==> config.mk <==
export PLATFORM = sky130hd
export DESIGN_NAME = decoder3_wb
export DESIGN_NICKNAME = d
export VERILOG_FILES = /design/src/rtl/decoder3_wb.sv
export SDC_FILE = /design/constraint.sdc
export NUM_CORES = 1
export LEC_CHECK = 0
export CORE_AREA = 10 10 156 158
export DETAILED_ROUTE_END_ITERATION = 6
export DIE_AREA = 0 0 166 168
export GPL_TIMING_DRIVEN = 0
export PLACE_DENSITY_LB_ADDON = 0.05
export SYNTH_ARGS = -nofsm -noshare
export SYNTH_HDL_FRONTEND = slang
export SYNTH_SLANG_ARGS = --single-unit
==> constraint.sdc <==
create_clock -name clk -period 2.3 [get_ports clk]
set_clock_uncertainty 0.1 [all_clocks]
set_input_delay 0.575 -clock clk [delete_from_list [all_inputs] [get_ports clk]]
set_output_delay 0.575 -clock clk [all_outputs]
set_load 0.005 [all_outputs]
==> src/rtl/decoder3_wb.sv <==
// -----------------------------------------------------------------------------
// decoder3_wb
//
// Wishbone address decoder and router for one master and three slaves.
// Each transaction's address is decoded once, in IDLE. The selected slave
// index is latched in tgt. While ACTIVE, cycle, strobe, ack and read data
// pass straight between the master and that slave. Unmapped addresses, and
// accesses that wait too long for an ack, end with a one-cycle error, so the
// master can never hang.
//
// Ports
//   clk                  clock; all state updates on the rising edge
//   rst                  asynchronous, active-low reset
//   wbm_*                master-facing Wishbone port (adr/dat/we/sel/stb/cyc
//                        in; dat/ack/err out)
//   wbsK_adr_o/dat_o/    master fields broadcast to every slave (K = 0..2)
//   we_o/sel_o
//   wbsK_cyc_o/stb_o     cycle/strobe, gated to the selected slave only
//   wbsK_dat_i/ack_i     slave read data and acknowledge
//   dbg_state            current FSM state (0 IDLE, 1 ACTIVE, 2 ERR)
//
// Handshake: a slave transfer completes in a cycle where its cyc, stb and
// ack are all high. The master sees that ack in the same cycle,
// combinationally. wbm_ack_o and wbm_err_o are never high together. If the
// master drops cyc, the transaction is abandoned at once and any ack in that
// cycle is ignored.
// -----------------------------------------------------------------------------
module decoder3_wb #(
  parameter int                    DATA_WIDTH     = 32,
  parameter int                    ADDR_WIDTH     = 32,
  parameter int                    SELECT_WIDTH   = DATA_WIDTH / 8,
  parameter logic [ADDR_WIDTH-1:0] S0_BASE        = ADDR_WIDTH'(32'h0000_0000),
  parameter logic [ADDR_WIDTH-1:0] S0_MASK        = ADDR_WIDTH'(32'hFFFF_0000),
  parameter logic [ADDR_WIDTH-1:0] S1_BASE        = ADDR_WIDTH'(32'h1000_0000),
  parameter logic [ADDR_WIDTH-1:0] S1_MASK        = ADDR_WIDTH'(32'hF000_0000),
  parameter logic [ADDR_WIDTH-1:0] S2_BASE        = ADDR_WIDTH'(32'h2000_0000),
  parameter logic [ADDR_WIDTH-1:0] S2_MASK        = ADDR_WIDTH'(32'hF000_0000),
  parameter int                    TIMEOUT_CYCLES = 255
) (
  input  logic                    clk,
  input  logic                    rst,

  // master port
  input  logic [ADDR_WIDTH-1:0]   wbm_adr_i,
  input  logic [DATA_WIDTH-1:0]   wbm_dat_i,
  output logic [DATA_WIDTH-1:0]   wbm_dat_o,
  input  logic                    wbm_we_i,
  input  logic [SELECT_WIDTH-1:0] wbm_sel_i,
  input  logic                    wbm_stb_i,
  input  logic                    wbm_cyc_i,
  output logic                    wbm_ack_o,
  output logic                    wbm_err_o,

  // slave 0
  output logic [ADDR_WIDTH-1:0]   wbs0_adr_o,
  output logic [DATA_WIDTH-1:0]   wbs0_dat_o,
  input  logic [DATA_WIDTH-1:0]   wbs0_dat_i,
  output logic                    wbs0_we_o,
  output logic [SELECT_WIDTH-1:0] wbs0_sel_o,
  output logic                    wbs0_stb_o,
  output logic                    wbs0_cyc_o,
  input  logic                    wbs0_ack_i,

  // slave 1
  output logic [ADDR_WIDTH-1:0]   wbs1_adr_o,
  output logic [DATA_WIDTH-1:0]   wbs1_dat_o,
  input  logic [DATA_WIDTH-1:0]   wbs1_dat_i,
  output logic                    wbs1_we_o,
  output logic [SELECT_WIDTH-1:0] wbs1_sel_o,
  output logic                    wbs1_stb_o,
  output logic                    wbs1_cyc_o,
  input  logic                    wbs1_ack_i,

  // slave 2
  output logic [ADDR_WIDTH-1:0]   wbs2_adr_o,
  output logic [DATA_WIDTH-1:0]   wbs2_dat_o,
  input  logic [DATA_WIDTH-1:0]   wbs2_dat_i,
  output logic                    wbs2_we_o,
  output logic [SELECT_WIDTH-1:0] wbs2_sel_o,
  output logic                    wbs2_stb_o,
  output logic                    wbs2_cyc_o,
  input  logic                    wbs2_ack_i,

  // debug
  output logic [1:0]              dbg_state
);

  typedef enum logic [1:0] {
    ST_IDLE   = 2'd0,
    ST_ACTIVE = 2'd1,
    ST_ERR    = 2'd2
  } state_t;

  // The counter keeps at least one bit so the design still elaborates when
  // the timeout is disabled. In that case the counter value is never used.
  localparam int TCNT_W = (TIMEOUT_CYCLES > 0) ? $clog2(TIMEOUT_CYCLES + 1) : 1;
  localparam logic [TCNT_W-1:0] TCNT_LAST =
    (TIMEOUT_CYCLES > 0) ? TCNT_W'(TIMEOUT_CYCLES - 1) : '0;
  localparam bit TIMEOUT_EN = (TIMEOUT_CYCLES != 0);

  state_t            state, state_next;
  logic [1:0]        tgt, tgt_next;
  logic [TCNT_W-1:0] tcnt, tcnt_next;

  // ---------------------------------------------------------------------------
  // Address decode (used only in IDLE); the lowest index wins on overlap
  // ---------------------------------------------------------------------------
  logic       hit0, hit1, hit2, hit_any;
  logic [1:0] dec_tgt;

  always_comb begin
    hit0    = ((wbm_adr_i & S0_MASK) == S0_BASE);
    hit1    = ((wbm_adr_i & S1_MASK) == S1_BASE);
    hit2    = ((wbm_adr_i & S2_MASK) == S2_BASE);
    hit_any = hit0 | hit1 | hit2;
    dec_tgt = 2'd0;
    if (hit0)      dec_tgt = 2'd0;
    else if (hit1) dec_tgt = 2'd1;
    else if (hit2) dec_tgt = 2'd2;
  end

  // ---------------------------------------------------------------------------
  // Response mux from the latched target
  // ---------------------------------------------------------------------------
  logic                  tgt_ack;
  logic [DATA_WIDTH-1:0] tgt_dat;

  always_comb begin
    tgt_ack = 1'b0;
    tgt_dat = '0;
    case (tgt)
      2'd0: begin tgt_ack = wbs0_ack_i; tgt_dat = wbs0_dat_i; end
      2'd1: begin tgt_ack = wbs1_ack_i; tgt_dat = wbs1_dat_i; end
      2'd2: begin tgt_ack = wbs2_ack_i; tgt_dat = wbs2_dat_i; end
      default: begin tgt_ack = 1'b0; tgt_dat = '0; end
    endcase
  end

  logic timeout_hit;
  assign timeout_hit = TIMEOUT_EN && (tcnt == TCNT_LAST);

  // ---------------------------------------------------------------------------
  // State register
  // ---------------------------------------------------------------------------
  always_ff @(posedge clk or negedge rst) begin
    if (!rst) begin
      state <= ST_IDLE;
      tgt   <= 2'd0;
      tcnt  <= '0;
    end else begin
      state <= state_next;
      tgt   <= tgt_next;
      tcnt  <= tcnt_next;
    end
  end

  // ---------------------------------------------------------------------------
  // Next-state logic
  // ---------------------------------------------------------------------------
  always_comb begin
    state_next = state;
    tgt_next   = tgt;
    tcnt_next  = tcnt;
    case (state)
      ST_IDLE: begin
        if (wbm_cyc_i && wbm_stb_i) begin
          if (hit_any) begin
            tgt_next   = dec_tgt;
            tcnt_next  = '0;
            state_next = ST_ACTIVE;
          end else begin
            state_next = ST_ERR;
          end
        end
      end
      ST_ACTIVE: begin
        // Priority order: a master abort beats a completing ack, and a
        // completing ack beats the timeout.
        if (!wbm_cyc_i) begin
          state_next = ST_IDLE;
        end else if (tgt_ack) begin
          state_next = ST_IDLE;
        end else if (timeout_hit) begin
          state_next = ST_ERR;
        end else begin
          tcnt_next = tcnt + 1'b1;
        end
      end
      ST_ERR: begin
        state_next = ST_IDLE;
      end
      default: begin
        state_next = ST_IDLE;
      end
    endcase
  end

  // ---------------------------------------------------------------------------
  // Outputs. All control outputs come from state, so an asynchronous reset
  // clears them at once.
  // ---------------------------------------------------------------------------
  logic active;
  assign active = (state == ST_ACTIVE);

  always_comb begin
    wbs0_cyc_o = 1'b0;
    wbs0_stb_o = 1'b0;
    wbs1_cyc_o = 1'b0;
    wbs1_stb_o = 1'b0;
    wbs2_cyc_o = 1'b0;
    wbs2_stb_o = 1'b0;
    if (active) begin
      case (tgt)
        2'd0: begin wbs0_cyc_o = wbm_cyc_i; wbs0_stb_o = wbm_stb_i; end
        2'd1: begin wbs1_cyc_o = wbm_cyc_i; wbs1_stb_o = wbm_stb_i; end
        2'd2: begin wbs2_cyc_o = wbm_cyc_i; wbs2_stb_o = wbm_stb_i; end
        default: ;
      endcase
    end
  end

  // The ack is gated by cyc so that an ack arriving in an abort cycle never
  // reaches the master.
  assign wbm_ack_o = active && wbm_cyc_i && tgt_ack;
  assign wbm_err_o = (state == ST_ERR) && wbm_cyc_i;
  assign wbm_dat_o = active ? tgt_dat : '0;

  // Master request fields go to every slave; only cyc/stb are gated.
  assign wbs0_adr_o = wbm_adr_i;
  assign wbs0_dat_o = wbm_dat_i;
  assign wbs0_we_o  = wbm_we_i;
  assign wbs0_sel_o = wbm_sel_i;

  assign wbs1_adr_o = wbm_adr_i;
  assign wbs1_dat_o = wbm_dat_i;
  assign wbs1_we_o  = wbm_we_i;
  assign wbs1_sel_o = wbm_sel_i;

  assign wbs2_adr_o = wbm_adr_i;
  assign wbs2_dat_o = wbm_dat_i;
  assign wbs2_we_o  = wbm_we_i;
  assign wbs2_sel_o = wbm_sel_i;

  assign dbg_state = state;

endmodule

==> flow_metrics.py <==
metrics = {
    "synthesis": {
        "synth_ff_type": "dfrtp_1",
        "synthArstFlopShare_pct": 100.0,
        "yosysUniqueCellTypes": 38,
        "synth_area_um2": 3194,
        "avgSynthCellArea_um2": 7.146,
        "syn_inst": 447,
        "seq_area_frac_synth_pct": 9.401,
        "synth-edff-count": 0,
        "ys_ff_latch": 12,
        "synth_fp_nets": 621,
        "yosys_warnings": 0,
    },
    "setup_path": {
        "critPathArrivalTime_ns": 1.62,
        "crit_buf_inv": 4,
        "crit_start": "tgt[0]",
        "cpMostUsedCell": "buf_4",
        "critical_path.top_delay_family": "buffers and inverters",
        "cp-end-kind": "output port",
        "slowest_delay_ns": 0.42,
        "r2r_setup_slack_ns": 0.06,
        "startpoint_type": "register",
        "r2r_start": "tgt[1]",
        "crit_fanout": 4,
        "crit_required_ns": 1.62,
        "critPathSlowestCell": "dfrtp_2",
        "path_class": "reg -> out",
        "path_cells": "nor2b_2 > buf_6 > buf_4 > buf_4 > a22oi_4 > nor2_1 > buf_2",
    },
    "placement": {
        "portBuffers": 367,
        "hpwl_um": 18440,
        "gp_congestion": 0.8108,
    },
    "pwr": {
        "ir_drop_uv": 212.1,
        "p_clk_share_pct": 19.1,
        "p_int_w": 0.001347,
        "p_sw_share_pct": 28.52,
        "p_switching_w": 0.0005375,
        "pwr-share-seq_pct": 14.1,
        "powerDensity_nw_per_um2": 248.3,
        "combPwrFrac_pct": 66.8,
        "total_power_w": 0.001884,
        "leakagePower_nw": 3.559,
    },
    "grt": {
        "grt_pass1_vias": 4262,
        "track_usage_pct": 13.46,
        "grt_overflow_total": 0,
        "grt_pass1_wl_um": 29240,
        "antenna_found_initial": 1,
        "grt_max_degree": 13,
    },
    "sta": {
        "hold_viol_final": 0,
        "rsz0062_at_grt": "yes",
        "period_minus_slack_ns": 2.295,
        "period_share_pct": 99.80,
        "whs_ns": 0.4344,
        "slew_headroom_pct": 57.70,
        "maxClockFrequency_ghz": 0.4357,
        "fin_setup_tns_ns": 0,
        "worst_pin_slew_ns": 0.6324,
        "slew_viol_final": 0,
        "setup_violations": 0,
    },
    "detailed_routing": {
        "wl_per_cell_um": 18.60,
        "drt-total-wl_um": 20720,
        "viasPerCell": 3.684,
        "dr.pass1.iters": 4,
        "vias": 4104,
        "drc_errors": 0,
        "ant_nets": 0,
        "drtIter0Drc": 160,
    },
    "floorplan": {
        "rows": 54,
        "dieArea_um2": 27890,
        "initial_core_util_pct": 14.91,
        "die_height_um": 168,
        "io_pins": 421,
        "die_w_um": 166,
        "design.core.area_um2": 21420,
    },
    "final_layout": {
        "layout_commonest_cell": "clkdlybuf4s50_1",
        "multi_input_area_um2": 1400,
        "drive_gt1_share_pct": 39.09,
        "area_delta_synth_final_pct": 137.6,
        "n_antenna_cell": 0,
        "nNetsFinal": 1009,
        "regArea_um2": 301.5,
        "fillers": 2275,
        "mostFrequentLayoutCells": "clkdlybuf4s50_1 (301), buf_4 (220), nor2_1 (64)",
    },
    "job": {
        "maxCapViolCount": 0,
    },
    "clocking": {
        "cts_tree": "done",
        "clkTransAtPathRegs_ns": 0.05,
        "cts_root_buffer": "clkbuf_16",
        "clock-sinks": 12,
        "numCtsBuffers": 3,
        "htree_levels": 1,
        "hold_buffers": 0,
        "insertion_delay_ns": 0.24,
        "clockBufferDepth": 2,
    },
    "hold_path": {
        "hold_start": "tcnt[6]",
        "hold_path.class": "reg -> reg",
    },
    "status": {
        "status": "finished, final reports clean",
    },
}
==> cell usage after synthesis, types with 2 or more instances <==
cell type  instances  area share (%)
buf_4            207              49
buf_6              2            0.71
and2_1             2            0.39
nor3b_1            3            0.71
nor4_1             4            0.78
inv_1              5            0.59
nor3_1             7             1.1
a21oi_1           32             5.0
nor2_1            73             8.6
ha_1               2            0.78
nand2_1           14             1.6
clkbuf_1          11             1.3
o22ai_1            2            0.39
a221o_1            2            0.63
and3_1             2            0.39
o22a_1             5             1.4
buf_2              5            0.78
a21o_1             2            0.47
dfrtp_1           12             9.4
nor2b_1            2            0.39
mux2i_1           32              10
nand3_1            2            0.31
nand4_1            4            0.78
==> worst reg2reg max path: cells and delay by family, from the launching register on <==
kind | cells | cell delay [ns]
buffers and inverters | 7 | 0.88
AO/OA/AOI/OAI | 3 | 0.66
flip-flops | 1 | 0.37
AND/OR/NAND/NOR | 1 | 0.12
==> final timing paths <==
check                             to  cells past startpoint
min                          tcnt[6]                      1
min in group asynchronous    tcnt[4]                      1
max                        wbm_ack_o                      7
max in group asynchronous     tgt[0]                      1
max reg2reg                  tcnt[3]                     11
min reg2reg                  tcnt[6]                      1
==> metal layers <==
layer	vias up	GRT usage [%]	share of wire (%)
li1	2033	-	-
met1	1877	13.12	34
met2	186	27.59	58
met3	6	4.424	7.9
met4	2	0.9630	0.36
met5	-	0	0.082
==> power groups by stage <==
| stage | Sequential [W] | Combinational [W] | Clock (W) |
|---|---|---|---|
| detailed placement | 0.000268 | 0.00121 | 0 |
| floorplan | 0.000261 | 0.000479 | 0 |
| finish | 0.000265 | 0.00126 | 0.000360 |
| global placement | 0.000266 | 0.00120 | 0 |
| global route | 0.000271 | 0.00135 | 0.000379 |
| CTS | 0.000266 | 0.00126 | 0.000365 |
==> per-stage QoR <==
step	util (%)	worst slack [ns]	cell area, µm²	cells
2_1_floorplan	-	0.4189	3194	447
3_3_place_gp	33.70	-0.4305	7218	1094
3_5_place_dp	33.70	-0.4339	7218	1094
4_1_cts	34.83	-0.1185	7460	1111
5_1_grt	35.43	-0.07464	7589	1114
6_report	35.43	0.004584	7589	1114
==> flip-flops by register name, summed over array words and instances, names as in the netlist <==
register   count
tgt            2
tcnt           8
dbg_state      2
==> logic make-up after synthesis <==
family	after synthesis	share of synthesized area [%]
adder cells (fa/ha/maj)	2	0.7833
flip-flops	12	9.401
XOR/XNOR	1	0.2742
AO/OA/AOI/OAI	52	10.89
multiplexers	33	10.50
AND/OR/NAND/NOR	117	16.14
buffers and inverters	230	52.02
==> cell type report <==
cell class / instances / share of cell area (%)
clock buffer: 4 / 1.171
inverter: 5 / 0.2968
sequential: 12 / 3.974
buffer: 222 / 22.69
multi-input combinational: 205 / 18.45
tap: 280 / 4.617
timing repair buffer: 386 / 48.80
==> what timing repair did <==
item,CTS,global route
gates cloned,0,2
hold endpoints to repair,0,0
gates resized for setup,183,79
buffers inserted,13,4
pin swaps,15,13
endpoints found under the setup margin,90,52
Note: power is estimated with default switching activity, not from simulation.
